### config.mk
export PLATFORM = sky130hd
export DESIGN_NAME = escalonador_acoes
export DESIGN_NICKNAME = d
export VERILOG_FILES = /design/src/rtl/tamagotchi_pkg.sv /design/src/rtl/escalonador_acoes_divisor_tick.sv /design/src/rtl/escalonador_acoes.sv
export SDC_FILE = /design/constraint.sdc
export NUM_CORES = 1
export LEC_CHECK = 0
export BUFFER_PORTS_ARGS = -buffer_cell sky130_fd_sc_hd__buf_4
export CAP_MARGIN = 0
export CORE_MARGIN = 10
export CORE_UTILIZATION = 55
export DETAILED_ROUTE_END_ITERATION = 8
export PLACE_DENSITY = 0.8
export SLEW_MARGIN = 20
export SYNTH_ARGS = -nofsm -noshare
export SYNTH_HDL_FRONTEND = slang
export SYNTH_SLANG_ARGS = --single-unit
### constraint.sdc
create_clock -name clk -period 3.18 [get_ports clk]
set_clock_uncertainty 0.05 [all_clocks]
set_input_delay 0.636 -clock clk [delete_from_list [all_inputs] [get_ports clk]]
set_output_delay 0.636 -clock clk [all_outputs]
set_load 0.02 [all_outputs]
### src/rtl/tamagotchi_pkg.sv
// Shared Tamagotchi constants: one-hot estado encodings, attribute ceiling
// and the activity-sequencer state type.
package tamagotchi_pkg;

    typedef enum logic [2:0] {
        S_OCIOSO,
        S_DORMINDO,
        S_COMENDO,
        S_DANDO_AULA,
        S_MORTO,
        S_DESCANSO
    } estado_t;

    localparam logic [3:0] EST_OCIOSO     = 4'b0000;
    localparam logic [3:0] EST_DORMINDO   = 4'b0001;
    localparam logic [3:0] EST_COMENDO    = 4'b0010;
    localparam logic [3:0] EST_DANDO_AULA = 4'b0100;
    localparam logic [3:0] EST_MORTO      = 4'b1000;

    localparam logic [7:0] MAX_ATRIB = 8'd100;

    // DESCANSO is internal only and shows up as OCIOSO on the one-hot bus.
    function automatic logic [3:0] codifica_estado(input estado_t s);
        logic [3:0] e;
        e = EST_OCIOSO;
        case (s)
            S_DORMINDO:   e = EST_DORMINDO;
            S_COMENDO:    e = EST_COMENDO;
            S_DANDO_AULA: e = EST_DANDO_AULA;
            S_MORTO:      e = EST_MORTO;
            default:      e = EST_OCIOSO;
        endcase
        return e;
    endfunction

endpackage

### src/rtl/escalonador_acoes_divisor_tick.sv
// Free-running prescaler: counts 0..TICK_DIV-1 and flags the last count
// with a one-cycle tick.
module divisor_tick #(
    parameter int unsigned TICK_DIV = 50_000_000
) (
    input  logic clk,
    input  logic rst_n,
    output logic tick
);

    localparam int unsigned W = $clog2(TICK_DIV);
    localparam logic [W-1:0] ULTIMO = W'(TICK_DIV - 1);

    logic [W-1:0] cnt_reg;

    always_ff @(posedge clk or negedge rst_n) begin
        if (!rst_n) begin
            cnt_reg <= '0;
        end else if (cnt_reg == ULTIMO) begin
            cnt_reg <= '0;
        end else begin
            cnt_reg <= cnt_reg + W'(1);
        end
    end

    assign tick = (cnt_reg == ULTIMO);

endmodule

### src/rtl/escalonador_acoes.sv
// Activity sequencer for the Tamagotchi attribute controller: latches user
// requests, arbitrates, times activities. Optional DESCANSO: ESCALONADOR_COOLDOWN_EN.
module escalonador_acoes #(
    parameter int unsigned TICK_DIV    = 50_000_000,
    parameter int unsigned DUR_SONO    = 8,
    parameter int unsigned DUR_COMIDA  = 3,
    parameter int unsigned DUR_AULA    = 5,
    parameter logic [7:0]  LIMIAR_SONO = 8'd20,
    parameter logic [7:0]  MAX_ATRIB   = tamagotchi_pkg::MAX_ATRIB
`ifdef ESCALONADOR_COOLDOWN_EN
    ,
    parameter int unsigned COOLDOWN    = 2
`endif
) (
    input  logic       clk,
    input  logic       rst_n,
    input  logic       req_dormir,
    input  logic       req_comer,
    input  logic       req_aula,
    input  logic       cancelar,
    input  logic [7:0] fome,
    input  logic [7:0] sono,
    input  logic [7:0] felicidade,
    input  logic       morreu,
    output logic [3:0] estado,
    output logic       ocupado,
    output logic [7:0] restante,
    output logic [2:0] pendentes
);

    import tamagotchi_pkg::*;

    localparam logic [7:0] DUR_SONO_B   = 8'(DUR_SONO);
    localparam logic [7:0] DUR_COMIDA_B = 8'(DUR_COMIDA);
    localparam logic [7:0] DUR_AULA_B   = 8'(DUR_AULA);
`ifdef ESCALONADOR_COOLDOWN_EN
    localparam logic [7:0] COOLDOWN_B   = 8'(COOLDOWN);
`endif

    estado_t    state_reg, state_next;
    logic [7:0] restante_reg, restante_next;
    logic [2:0] pend_reg, pend_next;
    logic [2:0] req;
    logic [2:0] limpa;
    logic       aceita;
    logic [7:0] alvo;
    logic       tick;

    divisor_tick #(
        .TICK_DIV (TICK_DIV)
    ) u_divisor_tick (
        .clk   (clk),
        .rst_n (rst_n),
        .tick  (tick)
    );

    assign req = {req_aula, req_comer, req_dormir};

    // Attribute each running activity is trying to fill up.
    always_comb begin
        alvo = 8'd0;
        case (state_reg)
            S_DORMINDO:   alvo = sono;
            S_COMENDO:    alvo = fome;
            S_DANDO_AULA: alvo = felicidade;
            default:      alvo = 8'd0;
        endcase
    end

    always_ff @(posedge clk or negedge rst_n) begin
        if (!rst_n) begin
            state_reg    <= S_OCIOSO;
            restante_reg <= 8'd0;
            pend_reg     <= 3'b000;
        end else begin
            state_reg    <= state_next;
            restante_reg <= restante_next;
            pend_reg     <= pend_next;
        end
    end

    always_comb begin
        state_next    = state_reg;
        restante_next = restante_reg;
        limpa         = 3'b000;
        aceita        = 1'b1;
        case (state_reg)
            S_OCIOSO: begin
                // A chosen request whose attribute is already full is
                // consumed without a grant; arbitration retries next cycle.
                if (sono <= LIMIAR_SONO) begin
                    state_next    = S_DORMINDO;
                    restante_next = DUR_SONO_B;
                    limpa         = 3'b001;
                end else if (pend_reg[1]) begin
                    limpa = 3'b010;
                    if (fome < MAX_ATRIB) begin
                        state_next    = S_COMENDO;
                        restante_next = DUR_COMIDA_B;
                    end
                end else if (pend_reg[0]) begin
                    limpa = 3'b001;
                    if (sono < MAX_ATRIB) begin
                        state_next    = S_DORMINDO;
                        restante_next = DUR_SONO_B;
                    end
                end else if (pend_reg[2]) begin
                    limpa = 3'b100;
                    if (felicidade < MAX_ATRIB) begin
                        state_next    = S_DANDO_AULA;
                        restante_next = DUR_AULA_B;
                    end
                end
            end
            S_DORMINDO, S_COMENDO, S_DANDO_AULA: begin
                if (cancelar || (alvo >= MAX_ATRIB) || (tick && restante_reg == 8'd1)) begin
`ifdef ESCALONADOR_COOLDOWN_EN
                    state_next    = S_DESCANSO;
                    restante_next = COOLDOWN_B;
`else
                    state_next    = S_OCIOSO;
                    restante_next = 8'd0;
`endif
                end else if (tick) begin
                    restante_next = restante_reg - 8'd1;
                end
            end
`ifdef ESCALONADOR_COOLDOWN_EN
            S_DESCANSO: begin
                aceita = 1'b0;
                if (restante_reg == 8'd0 || (tick && restante_reg == 8'd1)) begin
                    state_next    = S_OCIOSO;
                    restante_next = 8'd0;
                end else if (tick) begin
                    restante_next = restante_reg - 8'd1;
                end
            end
`endif
            S_MORTO: begin
                restante_next = 8'd0;
                limpa         = 3'b111;
                aceita        = 1'b0;
            end
            default: begin
                state_next    = S_OCIOSO;
                restante_next = 8'd0;
            end
        endcase

        // A fresh pulse re-latches even a bit being granted this cycle.
        pend_next = (pend_reg & ~limpa) | (aceita ? req : 3'b000);

        if (morreu) begin
            state_next    = S_MORTO;
            restante_next = 8'd0;
            pend_next     = 3'b000;
        end
    end

    assign estado    = codifica_estado(state_reg);
    assign ocupado   = (state_reg == S_DORMINDO) || (state_reg == S_COMENDO) ||
                       (state_reg == S_DANDO_AULA) || (state_reg == S_DESCANSO);
    assign restante  = restante_reg;
    assign pendentes = pend_reg;

endmodule

Word level (Yosys, flattened, before mapping)
Index checks and enable logic that the tools add are counted.
Widths: inputs -> output; s select.

word-level totals
  register bits = 40
  RAM bits = 0
  memories = 0
  memory bits (read-only) = 0
  bits of input ports = 31
  output and inout bits = 16
  latch bits = 0

operators by class
  mux-type cells = 31
  shift-type cells = 0
  bitwise logic cells = 3
  add/subtract/negate cells = 2
  reductions and logical operators = 10
  eq/ne operators = 14
  divide/modulo/power cells = 0
  multiply operators = 0
  magnitude comparators = 5

operator list
  cell                   number
  $mux 8                 10
  $mux 3                 15
  $add 26x1->26 const B  1
  $eq 26x26->1 const B   1
  $mux 26                1
  $lt 8x7->1 const B     3
  $pmux 8 s3             1
  $ne 6x6->1 const B     3
  $pmux 4 s4             1
  $pmux 8 s2             1
  $pmux 3 s3             1
  $eq 8x1->1 const B     1
  $ge 8x7->1 const B     1
  $le 8x5->1 const B     1
  $sub 8x1->8 const B    1
  $eq 3x2->1 const B     2
  $eq 3x3->1 const B     2
  $pmux 3 s2             1
  $reduce_and 6->1       1
  $logic_or 1x1->1       5
  $ne 5x5->1 const B     1
  $reduce_and 5->1       1
  $ne 4x4->1 const B     1
  $and 3x3->3            1
  other kinds (8)        8

Logic depth before layout (Yosys ltp)
Gate-level depths: netlist (run 1).

  word-level depth = 9
  mapped depth = 8
  gate-level depth less buffers = 7

Modules after synthesis
From an unflattened synthesis (run 1), not the netlist that was laid out.

second synthesis, totals
  cell total of the unflattened synthesis = 255
  area total of the unflattened synthesis = 2423.6 sq um

by module, submodules not included
  module             instances  cells an instance  area an instance (sq um)
  divisor_tick       1          134                1337.5
  escalonador_acoes  1          121                1086.0

Least setup slack after synthesis (run 1)
OpenSTA, ideal clock, no wires.

  path type = input -> register
  start = in felicidade[4]
  end = reg restante_reg[3], in the netlist restante[3]
  arrival = 2377 ps
  cell stages on the path = 7
  slack = 675 ps
  buffers on the path = 1
  setup time = 78 ps
  required time = 3052 ps
  path through = or3_4 and3_4 o32a_4 or3_1 buf_2 o311ai_2 o2bb2ai_1

between the ends
  cells in the longest elaborated chain, start to end = 7
  elaborated cells on any way between the ends = 11

RTL lines
  what                            line                      source
  start: declaration              escalonador_acoes.sv:23   input logic [7:0] felicidade,
  $pmux 8 s3                      escalonador_acoes.sv:62   case (state_reg)
  $ge 8x7->1                      escalonador_acoes.sv:116  if (cancelar || (alvo >= MAX_ATRIB) || (tick && restante_reg == 8'd1)) begin
  $logic_or 1x1->1 (2 in series)  escalonador_acoes.sv:116
  $mux 8                          escalonador_acoes.sv:116
  $pmux 8 s2                      escalonador_acoes.sv:87   case (state_reg)
  $mux 8                          escalonador_acoes.sv:153  if (morreu) begin
  end signal: assignment          escalonador_acoes.sv:77   restante_reg <= restante_next;
  end: declaration                escalonador_acoes.sv:41   logic [7:0] restante_reg, restante_next;

Several ways; a longest one is shown, not always the timed one.
A chain may end at the register's enable or synchronous reset.

Worst setup path in the final report (run 1)
  start = reg restante_reg[4], in the netlist restante[4]
  end = reg restante_reg[3], in the netlist restante[3]

between the ends
  cells in the longest elaborated chain, start to end = 6
  elaborated cells on any way between the ends = 8

RTL lines
  what                   line
  $eq 8x1->1 (*)         escalonador_acoes.sv:116
  $logic_and 1x1->1 (*)  escalonador_acoes.sv:116
  $logic_or 1x1->1 (*)   escalonador_acoes.sv:116
  $mux 8                 escalonador_acoes.sv:116
  $pmux 8 s2             escalonador_acoes.sv:87
  $mux 8                 escalonador_acoes.sv:153

Every way passes the cells marked *; elsewhere a longest branch is shown, timed or not.

==> metrics.txt, run 1 <==
Clock Path Buffers=2; share of cells above drive strength 1=around 21%; count of pins over their slew limit=0; Max-Slew Margin vs Limit=61.4%; Overall Global Routing Usage=15.4%; Placed Cells=336; Max H-tree Level=2; predominant post-synthesis flop cell=dfrtp_1; DR iter-0 viols=just under 90; final WL=roughly 5700 um; r2r setup slk=0.73 ns; synth top area cells=dfrtp_1 44%, xor2_1 6.5%, nor2_1 5.2%; Starting Density=between 50% and 60%; Post-CTS Hold Buffers=0; largest net degree at the start of global routing=between 40 and 50; area grow syn2layout=19.6%; Worst R2R Start=restante[4]; RSZ-0062 raised after global routing=false; DRT Pass-1 Iters=4; Synth Register Bits=40; Unique masters post-synth=50; max_cap viols=0; Critical R2R Capture=restante[3]; fin crit period=2.45 ns; number of synthesized flops with an enable pin=0; # DRC=0; Final period util=just under 80%; Core Footprint=4030 um^2; endpoints failing hold=0; Critical Path AT=2.57 ns; leading area contributor after synthesis=dfrtp_1; Largest register FFs=26; sequential fraction of the synthesis area=43.7%; post-cts sizing count=0; worst setup margin=~0.73 ns; worst skew pair latency=0.29 ns; Setup Viol. Count Final=0; critical path depth=6; Clock Sinks=40; CTS clk-pin slew, worst paths=around 0.080 ns; crit path from=restante[4]; PortBufs=42; syn_nets=284; CP Capture Type=flop; Worst path max stage delay=0.58 ns; Num CTS Buffers=5; postcts setup bufs=0; Tot Pwr=roughly 920 uW; ys async rst share=100%; die height=approximately 85 um; top cells by count, synth=40 x dfrtp_1, 32 x nor2_1, 25 x nand2_1, 17 x xor2_1, 12 x nor3_1; Buf/Inv on CP=0; Die Width=84.5 um; number of antenna-violating nets in the routed design=0; class of the worst hold path=in -> async; measured slew at the worst slew-check pin=approximately 0.58 ns; I/O pin cnt=47; Pwr Density=336 nW/um^2; Slowest-stage cell, CP=or4_1; nets@finish=roughly 330; root buffer cell=clkbuf_8; Post-Place Setup Slack=0.452 ns; GRT overflow=0; vias per cell=roughly 5.9; DP HPWL=4310 um; startpoint types=flop; critical path's top delay family=simple AND/OR/NAND/NOR gates; synthesized area per cell=9.16 um^2; drt wl/cell=16.5 um; Max Clk Rate=408 MHz; Via Count=2037; setup_tns=0 ns; Netlist Area Pre-Place=2290 um^2; Pleak=1.27 nW; area of the multi-input gates=1240 um^2; Site Rows=23; peak supply drop=0.242 mV; vias in the first global route=2017; CP Max Fanout=7; FILL cells=335; yosys synthesis warning count=0; count leader, synth=dfrtp_1; FF-to-FF path depth=6; Post-Synthesis Cells=250; Post-Layout Cell Count=344; initial antenna violation count=0; Sequential cell area=roughly 1000 um^2; TritonCTS clock tree=yes; first-pass GRT wire length=9390 um; top cell type's share of synthesized area=43.7%; WS Path Type=reg -> reg; status=finished clean; GP Congestion=0.864; Ant. Diodes=0; crit path cell chain=or4_1, or4b_1, nor3_1, or3_1, o311ai_2, o2bb2ai_1; die area=7140 um^2; WP data required=3.30 ns
[cells by family after synthesis]
| logic type | count (synthesis) | share of synthesized area (%) |
|---|---|---|
| fa+ha+maj | 3 | 1.64 |
| mux | 1 | 0.437 |
| compound gates | 45 | 15.1 |
| flops | 40 | 43.7 |
| xor+xnor | 23 | 8.80 |
| buf+inv | 13 | 2.19 |
| simple gates | 125 | 28.1 |
[stage by stage]
stage	utilization [%]	area, um^2	hold WS (ns)
global route	68.0	2740	0.287
CTS	68.0	2740	0.275
floorplan	-	2290	0.290
finish	68.0	2740	0.259
global placement	65.6	2640	0.428
detailed placement	65.6	2640	0.446
[worst max-delay path by stage]
stage                              to
after floorplan           restante[3]
after global placement    restante[3]
after detailed placement  restante[3]
after CTS                 restante[5]
after global routing      restante[0]
final                     restante[3]
[cells in the final DEF, fill, tap and decap left out, types with 2 or more instances in the layout]
master,instances
nor3_1,12
or3_1,2
o21ai_0,6
a41oi_1,2
nand2b_1,4
nor2_1,32
or4_1,3
a2bb2oi_1,5
or2_2,4
and3_1,7
a31oi_1,7
xnor2_1,6
xor2_1,17
buf_4,42
o2bb2ai_1,3
nand4_1,7
nor4_1,4
a21oi_1,9
and4_1,2
clkbuf_8,6
nand2_1,25
dfrtp_1,40
ha_1,3
nor2b_1,4
inv_1,7
nand3_1,10
[worst reg2reg max path, delay by kind of cell (launching register included)]
kind | cells | cell delay [ns]
compound gates | 2 | 0.30
simple gates | 4 | 1.55
flops | 1 | 0.45
[layer usage]
metal,vias to the layer above,wire length [um],track usage (%)
met5,-,0,0
met4,0,141,5.99
met3,15,261,3.48
met2,50,2860,26.6
met1,979,2420,18.0
li1,993,-,-
[final cells by class]
cell class                      instances  share of cell area, %
Clock inverter                          1                  0.274
Timing Repair Buffer                   42                   11.5
Inverter                                7                  0.960
Sequential cell                        40                   36.6
Clock buffer                            7                   3.15
Tap cell                               50                   2.29
Multi-Input combinational cell        197                   45.2
[where the power goes]
group          switching, mW  internal, mW
logic                 0.0275        0.0307
registers            0.00214         0.510
clock network          0.175         0.176
Note: power is estimated with default switching activity, not from simulation.
==> inputs of run 2 (changes only) <==
==> constraint.sdc (replaced) <==
create_clock -name clk -period 2.5 [get_ports clk]
set_clock_uncertainty 0.05 [all_clocks]
set_input_delay 0.5 -clock clk [delete_from_list [all_inputs] [get_ports clk]]
set_output_delay 0.5 -clock clk [all_outputs]
set_load 0.02 [all_outputs]
==> metrics.txt, run 2 (synthesized netlist as in run 1, its figures left out) <==
nets@finish=~340; Core Footprint=4030 um^2; Via Count=2040; die height=84.5 um; Ant. Diodes=0; Starting Density=between 50 and 60%; Max H-tree Level=2; fin crit period=2.38 ns; worst skew pair latency=~0.30 ns; r2r setup slk=0.12 ns; CP Capture Type=flop; vias in the first global route=2030; Post-Layout Cell Count=354; WP data required=2.63 ns; root buffer cell=clkbuf_8; Die Width=84.5 um; Tot Pwr=1.29 mW; endpoints failing hold=0; Critical Path AT=2.51 ns; Final period util=95.2%; crit path cell chain=or4_1, or4b_1, o31ai_2, nor3_2, buf_4, a41oi_1, a31oi_1; RSZ-0062 raised after global routing=false; status=finished clean; Pwr Density=453 nW/um^2; Critical R2R Capture=restante[5]; Slowest-stage cell, CP=or4_1; DR iter-0 viols=between 100 and 150; most frequent cells in the layout=52 x buf_4, 40 x dfrtp_1, 32 x nor2_1; # DRC=0; Post-Place Setup Slack=-0.0751 ns; CTS clk-pin slew, worst paths=roughly 0.09 ns; number of antenna-violating nets in the routed design=0; TritonCTS clock tree=yes; Largest register FFs=26; Setup Viol. Count Final=0; I/O pin cnt=between 40 and 50; class of the worst hold path=in -> async; WS Path Type=reg -> reg; FF-to-FF path depth=7; startpoint types=flop; Max-Slew Margin vs Limit=between 60% and 70%; peak supply drop=between 0.3 and 0.4 mV; share of cells above drive strength 1=about 24%; first-pass GRT wire length=9520 um; Post-CTS Hold Buffers=0; PortBufs=42; GRT overflow=0; max_cap viols=0; die area=7140 um^2; area grow syn2layout=24.3%; initial antenna violation count=0; Pleak=1.34 nW; worst setup margin=~0.12 ns; Site Rows=23; drt wl/cell=15.7 um; measured slew at the worst slew-check pin=roughly 0.6 ns; count of pins over their slew limit=0; CP Max Fanout=9; final WL=5570 um; Clock Path Buffers=2; vias per cell=5.76; GP Congestion=0.881; Worst path max stage delay=0.58 ns; Worst R2R Start=restante[5]; Overall Global Routing Usage=15.9%; Num CTS Buffers=5; DRT Pass-1 Iters=4; Max Clk Rate=420 MHz; largest net degree at the start of global routing=41; commonest non-fill, non-tap cell in the layout=buf_4; Placed Cells=between 300 and 400; DP HPWL=4280 um; Clock Sinks=40
run 2: cell count changes in the layout (fill, tap and decap cells not counted), sizes merged:
cell / change
bufinv: +1
clkbuf: -1
clkinv: +1
clkinvlp: -1
buf: +10
run 2: power by group:
part           internal [mW]  switching (mW)
sequential             0.648         0.00158
clock                  0.326           0.237
combinational         0.0404          0.0362
run 2: critical path, delay by kind of cell (launching register included):
family                 cells  cell delay [ns]
AO/OA/AOI/OAI              3             0.48
AND/OR/NAND/NOR            3             1.19
buffers and inverters      1             0.16
flip-flops                 1             0.38
run 2: worst max path at each step:
| stage | startpoint | endpoint | slack, ns | cells past startpoint |
|---|---|---|---|---|
| after detailed placement | felicidade[4] | restante[3] | -0.08 | 7 |
| after floorplan | felicidade[4] | restante[3] | 0.13 | 7 |
| after global placement | felicidade[4] | restante[3] | -0.04 | 7 |
| final | restante[5] | restante[5] | 0.12 | 7 |
| after CTS | restante[5] | state_reg[0] | 0.05 | 7 |
| after global routing | restante[5] | restante[7] | 0.02 | 7 |
run 2: metrics by stage:
step / util [%] / hold WS, ns / area, um^2 / TNS (ns)
2_1_floorplan: - / 0.154 / 2290 / 0
3_3_place_gp: 67.5 / 0.428 / 2720 / -0.0365
4_1_cts: 70.5 / 0.131 / 2840 / 0
5_1_grt: 70.6 / 0.144 / 2850 / 0
6_report: 70.6 / 0.0991 / 2850 / 0
3_5_place_dp: 67.5 / 0.433 / 2720 / -0.137
run 2: area by class of cell:
class / instances / area (um^2)
Clock buffer: 6 / 82.6
Tap cell: 50 / 62.6
Timing Repair Buffer: 52 / 390
Inverter: 7 / 26.3
Sequential cell: 40 / 1000
Multi-Input combinational cell: 197 / 1240
Clock inverter: 2 / 38.8
Fill cell: 331 / 1180
run 2: what timing repair did:
action                                  CTS  global route
buffers inserted                          0             0
gates resized for setup                   0             2
endpoints found under the setup margin    0             5
run 2: layer usage:
metal  GRT usage [%]  part of all wire (%)
met1            19.3                    44
met2            25.2                    49
met3            4.64                   4.7
met4            7.93                   2.3
met5               0                     0
